`config.mk`:
```
export PLATFORM = sky130hd
export DESIGN_NAME = puf_race_ctrl
export DESIGN_NICKNAME = d
export VERILOG_FILES = /design/src/rtl/puf_race_ctrl.sv
export SDC_FILE = /design/constraint.sdc
export NUM_CORES = 1
export LEC_CHECK = 0
export ABC_AREA = 1
export BUFFER_PORTS_ARGS = -buffer_cell sky130_fd_sc_hd__buf_2
export CORE_ASPECT_RATIO = 1.1
export CORE_MARGIN = 2
export CORE_UTILIZATION = 50
export CTS_BUF_LIST = sky130_fd_sc_hd__clkbuf_16
export CTS_CLUSTER_DIAMETER = 100
export DETAILED_ROUTE_END_ITERATION = 6
export PLACE_DENSITY_LB_ADDON = 0.05
export SLEW_MARGIN = 20
export SYNTH_ARGS = -nofsm -noshare
export SYNTH_HDL_FRONTEND = slang
export SYNTH_SLANG_ARGS = --single-unit
```
`constraint.sdc`:
```
create_clock -name clk -period 2.3 [get_ports clk]
set_input_delay 0.23 -clock clk [delete_from_list [all_inputs] [get_ports clk]]
set_output_delay 0.23 -clock clk [all_outputs]
set_load 0.005 [all_outputs]
```
`src/rtl/puf_race_ctrl.sv`:
```
// Arbiter-PUF controller: launch a challenge REPS times and return the majority vote plus ones count.
// Latency REPS*(SETTLE+CAPTURE+RECOVER) from accept to resp_valid; holds the response until resp_ready, one challenge in flight.
module puf_race_ctrl #(
  parameter int CW      = 16,
  parameter int SETTLE  = 4,
  parameter int CAPTURE = 4,
  parameter int RECOVER = 4,
  parameter int REPS    = 5,
  parameter int RW      = 8
) (
  input  logic          clk,
  input  logic          rst,
  input  logic [CW-1:0] chal_in,
  input  logic          chal_valid,
  output logic          chal_ready,
  output logic [CW-1:0] c_out,
  output logic          launch,
  input  logic          arb_in,
  output logic          resp_out,
  output logic [RW-1:0] resp_ones,
  output logic          resp_valid,
  input  logic          resp_ready
);

  localparam int PMAX12 = (SETTLE > CAPTURE) ? SETTLE : CAPTURE;
  localparam int PMAX   = (PMAX12 > RECOVER) ? PMAX12 : RECOVER;
  localparam int PW     = (PMAX > 1) ? $clog2(PMAX) : 1;

  typedef enum logic [2:0] {
    StIdle,
    StSettle,
    StFire,
    StRecover,
    StDone
  } stateT;

  stateT         state;
  stateT         stateNext;
  logic [PW-1:0] phaseCnt;
  logic [7:0]    repCnt;
  logic [RW-1:0] onesCnt;
  logic          arbMeta;
  logic          arbSync;
  logic          phaseEnd;
  logic          lastRep;
  logic [RW:0]   twiceOnes;

  assign chal_ready = (state == StIdle) && !rst;
  assign resp_valid = (state == StDone);
  assign lastRep    = (int'(repCnt) + 1) >= REPS;
  assign twiceOnes  = {onesCnt, 1'b0};

  always_comb begin
    stateNext = state;
    phaseEnd  = 1'b0;
    case (state)
      StIdle: begin
        if (chal_valid) stateNext = StSettle;
      end
      StSettle: begin
        phaseEnd = (phaseCnt == PW'(SETTLE - 1));
        if (phaseEnd) stateNext = StFire;
      end
      StFire: begin
        phaseEnd = (phaseCnt == PW'(CAPTURE - 1));
        if (phaseEnd) stateNext = StRecover;
      end
      StRecover: begin
        phaseEnd = (phaseCnt == PW'(RECOVER - 1));
        if (phaseEnd) stateNext = lastRep ? StDone : StSettle;
      end
      StDone: begin
        if (resp_ready) stateNext = StIdle;
      end
      default: stateNext = StIdle;
    endcase
  end

  always_ff @(posedge clk) begin
    if (rst) begin
      state     <= StIdle;
      phaseCnt  <= '0;
      repCnt    <= '0;
      onesCnt   <= '0;
      arbMeta   <= 1'b0;
      arbSync   <= 1'b0;
      c_out     <= '0;
      launch    <= 1'b0;
      resp_out  <= 1'b0;
      resp_ones <= '0;
    end else begin
      state   <= stateNext;
      arbMeta <= arb_in;
      arbSync <= arbMeta;
      // launch is registered, so it tracks the state being entered
      launch  <= (stateNext == StFire);
      phaseCnt <= (stateNext != state) ? '0 : phaseCnt + PW'(1);

      if (state == StIdle && chal_valid) begin
        c_out   <= chal_in;
        repCnt  <= '0;
        onesCnt <= '0;
      end

      // the arbiter is only trusted at the end of the capture window
      if (state == StFire && phaseEnd && arbSync && onesCnt != '1)
        onesCnt <= onesCnt + RW'(1);

      if (state == StRecover && phaseEnd) begin
        if (lastRep) begin
          resp_ones <= onesCnt;
          resp_out  <= twiceOnes > (RW + 1)'(REPS);
        end else begin
          repCnt <= repCnt + 8'd1;
        end
      end
    end
  end

endmodule
```
Yosys cells after proc, flatten, opt, wreduce, memory -nomap -nowiden:

Index checks and enable logic that the tools add are counted.

* register bits: 49
* input bits: 21
* output and inout port bits: 28
* word-level logic and storage cells: 49

* $add $sub $neg: 4
* order comparisons: 2
* equality and inequality tests: 8
* mux-type cells: 13
* reduce and logical (&&, ||, !) cells: 12

Operator list (number)
* $mux W8: 5
* $mux W3: 6
* $add A8 B1 Y8 const B: 2
* $pmux W3 S5: 1
* $add A8 B1 Y9 const B: 1
* $eq A3 B2 Y1 const B: 3
* $ge A9 B3 Y1 const B: 1
* $gt A9 B3 Y1 const B: 1
* $ne A8 B8 Y1 const B: 1
* $logic_and A1 B1 Y1: 6
* $eq A3 B1 Y1 const B: 1
* $eq A3 B3 Y1 const B: 1
* $logic_not A3 Y1: 1
* $ne A3 B3 Y1: 1
* $reduce_or A3 Y1: 1
* $add A2 B1 Y2 const B: 1
* $eq A2 B2 Y1 const B: 1
* $reduce_and A2 Y1: 1
* $reduce_bool A2 Y1: 1
* $reduce_or A2 Y1: 1
* $logic_not A1 Y1: 1
* $mux W1: 1

Longest topological paths before layout:

* depth in word-level cells: 7
* gate-level depth with buffers: 13
* depth with buffers taken out: 13

Worst setup path before layout:

No wires, ideal clock.

* kind: register -> register
* start point: register repCnt[0]
* end point: register resp_out
* setup time: 0.121 ns
* arrival: 1.547 ns
* required time: 2.179 ns
* path slack: 0.632 ns
* stages on the path, launching flop included: 14
* path buffers: 1
* clock period less this slack: 1.668 ns
* cells stage by stage: dfxtp_1 -> inv_2 -> ha_1 -> inv_1 -> nand2_1 -> nand2_1 -> nand3_1 -> nor2_1 -> nand2_2 -> nand2_4 -> inv_2 -> buf_6 -> o21ai_1 -> a21oi_1

* cells in the longest elaborated chain, start to end: 3

RTL lines
* start: declaration: line 40 `logic [7:0] repCnt;`
* start signal: assignment: line 114 `repCnt <= repCnt + 8'd1;`
* $add A8 B1 Y9: line 50 `assign lastRep = (int'(repCnt) + 1) >= REPS;`
* $ge A9 B3 Y1: line 50
* $reduce_and A2 Y1 (no source line)
* end signal: assignment: line 112 `resp_out <= twiceOnes > (RW + 1)'(REPS);`
* end: declaration: line 19 `output logic resp_out,`

No other way between the ends.
A chain may end at the register's enable or synchronous reset.

Final worst setup path:

* start point: register repCnt[1]
* end point: register resp_ones[3]

* cells in the longest elaborated chain, start to end: 3

RTL lines
* $add A8 B1 Y9: line 50
* $ge A9 B3 Y1: line 50
* $reduce_and A2 Y1 (no source line)
* end signal: assignment: line 111 `resp_ones <= onesCnt;`
* end: declaration: line 20 `output logic [RW-1:0] resp_ones,`

No other way between the ends.

==> metrics <==
Crit Path Max Fanout 13; first-pass GRT wire length 7720 um; WS Path Type flop to flop; Worst R2R Path Depth 12; R2R setup slack 440 ps; Mapped Nets 313; VDD IR max 0.000441 V; DP HPWL 3320 um; CTS Buf Count 5; CTS resizes 0; final wirelength 4580 um; # hold bufs at CTS 0; port bufs 48; Critical Path RT 2470 ps; Routed WL per cell 11.7 um; worst endpoint data arrival time 2030 ps; clock buffer depth 2; die width 66.1 um; setup TNS 0 ps; number of DRC markers in iteration 0 111; die height 72.3 um; post-synth top area cell dfxtp_1; Final Cycle Share 80.8%; antenna violations before repair 0; Worst Setup Start Kind flop; RSZ-0062 raised after global routing no; Final GP Congestion 0.881; vias in the first global route 1,791; FMAX 0.538 GHz; Clock Skew 5.38 ps; std cell rows 24; fin crit period 1860 ps; area of the die 0.00478 sq mm; register bit count reported by yosys 49; Hold WS 141 ps; Ant. Diodes 0; area grow syn2layout 20.1%; YS warnings 0; gr ovfl total 0; gr usage total 20.7%; largest net degree at the start of global routing 21; final count of hold timing violations 0; Syn Inst Count 288; DRC Markers 0; Synth Cell Area 0.00212 sq mm; Max H-tree Level 2; Final Util 63.3%; max_cap viols 0; relative slew slack 72.6%; Leak Pwr 0.00115 uW; Worst-Skew Late Latency 290 ps; Hold Path Class input pin to flop; WHS Endpoint arbMeta; non-filler cells, final 390; CTS tree done; Placed Cells 382; clock transition at the register clock pins on the worst setup and hold paths after CTS 60 ps; top post-synthesis cells by area dfxtp_1, nand2_1, a21oi_1, nor2_1, inv_1; launching point of the worst reg2reg path repCnt[1]; Core Area 0.00402 sq mm; 1st-pass router iterations 4; Worst Hold Depth 3; initial cell density of the core 52.7%; Mean Syn Cell Area 7.36 sq um; vias per cell 5.09; Distinct cells, synth 32; Clock Sinks 49; Hold Startpoint arb_in; type of element capturing the critical path flop; share of the synthesized area in the top cell type 46.3%; Setup violations, final 0; ANT nets after route 0; share of layout cells above drive strength 1 22.2%; Slew @ Worst Pin 401 ps; clock root buffer clkbuf_16; Seq/Total Area, Yosys 46.3%; NumNets Final 362; number of I/O pins 49; status complete, no violations; vias 1,986; Power Density 665 mW/mm^2; reg2reg end resp_ones[3]; Setup Buffers After CTS 0; Slew Limit Fails 0
## registers in the layout, indices dropped and copies added (netlist names)
name	flops
onesCnt	8
arbMeta	1
state	3
arbSync	1
repCnt	8
c_out	16
resp_ones	8
resp_out	1
phaseCnt	2
launch	1
## per-layer routing
metal	track usage [%]	share of wire, %	vias to the layer above
li1	-	-	1040
met1	26.5	47	897
met2	33.3	46	43
met3	5.89	5.2	6
met4	7.48	1.3	0
met5	0	0	-
## where the power goes
group / switching [uW] / internal, uW / total, uW
logic: 75.5 / 52.2 / 128
clock network: 290 / 391 / 681
registers: 11.5 / 873 / 884
total: 377 / 1320 / 1690
## cell type report
| cell class | count | area (sq um) |
|---|---|---|
| tap | 52 | 65.1 |
| inverter | 30 | 113 |
| clock buffer | 5 | 125 |
| sequential | 49 | 981 |
| fill | 387 | 1480 |
| timing repair buffer | 52 | 270 |
| clock inverter | 3 | 11.3 |
| multi-input combinational | 199 | 982 |
## metrics by stage
step,power (uW),setup WS (ps),area (sq um)
6_report,1690,441,2550
5_1_grt,1760,284,2550
4_1_cts,1720,447,2550
3_5_place_dp,1030,477,2410
3_3_place_gp,1030,474,2410
2_1_floorplan,975,632,2120
## cells in the final DEF, fill, tap and decap left out, types with 5 or more instances in the layout
cell type / synthesis / layout
inv_1: 26 / 29
nor2_1: 30 / 30
nand4_1: 7 / 7
clkbuf_16: 0 / 5
dfxtp_1: 49 / 49
nor3_1: 7 / 7
o21ai_0: 10 / 10
nand3_1: 14 / 14
a21oi_1: 34 / 34
buf_2: 0 / 48
nand2_1: 67 / 67
nand2_2: 5 / 5
## Yosys cell counts
cell type / n
inv_1: 26
o31ai_1: 2
and3_1: 1
nor2_1: 30
o21bai_1: 1
nand3_1: 14
a2111oi_0: 1
o211ai_1: 1
ha_1: 4
buf_1: 2
nor3_1: 7
dfxtp_1: 49
nor4_1: 1
a211oi_1: 1
or2_2: 1
nor2_2: 2
o21ai_0: 10
a21oi_1: 34
inv_2: 4
nand2_2: 5
nand2_4: 1
buf_6: 1
nand2_1: 67
a221oi_1: 1
clkbuf_1: 7
nand3b_1: 1
a31oi_1: 1
o21ai_1: 1
nand4_1: 7
o21ai_2: 2
nor2_4: 2
o221a_2: 1
## worst max-delay path by stage
stage | start | end | slack [ps] | cells after the start
3_5_place_dp | repCnt[0] | resp_ones[3] | 480 | 12
4_1_cts | repCnt[1] | resp_ones[4] | 450 | 12
2_1_floorplan | repCnt[0] | resp_out | 630 | 13
5_1_grt | repCnt[1] | resp_ones[3] | 280 | 12
3_3_place_gp | repCnt[1] | resp_ones[5] | 470 | 12
6_report | repCnt[1] | resp_ones[3] | 440 | 12
## kinds of logic after synthesis
| kind of cell | synth area share, % |
|---|---|
| AO/OA/AOI/OAI | 14.9 |
| buffers and inverters | 7.43 |
| AND/OR/NAND/NOR | 29.1 |
| flip-flops | 46.3 |
| adder cells (fa/ha/maj) | 2.36 |
## worst max-delay path: stages (launching register included)
cell     delay [ps]
dfxtp_1         430
ha_1            240
nand2_2          80
inv_1           100
nor2_1           60
nand2_1          50
nand3_1          70
nor2_1          110
nand2_2         110
nand2_4         120
inv_2           110
o21ai_0         180
a21oi_1          60
Power figures use the tool's default switching activity.
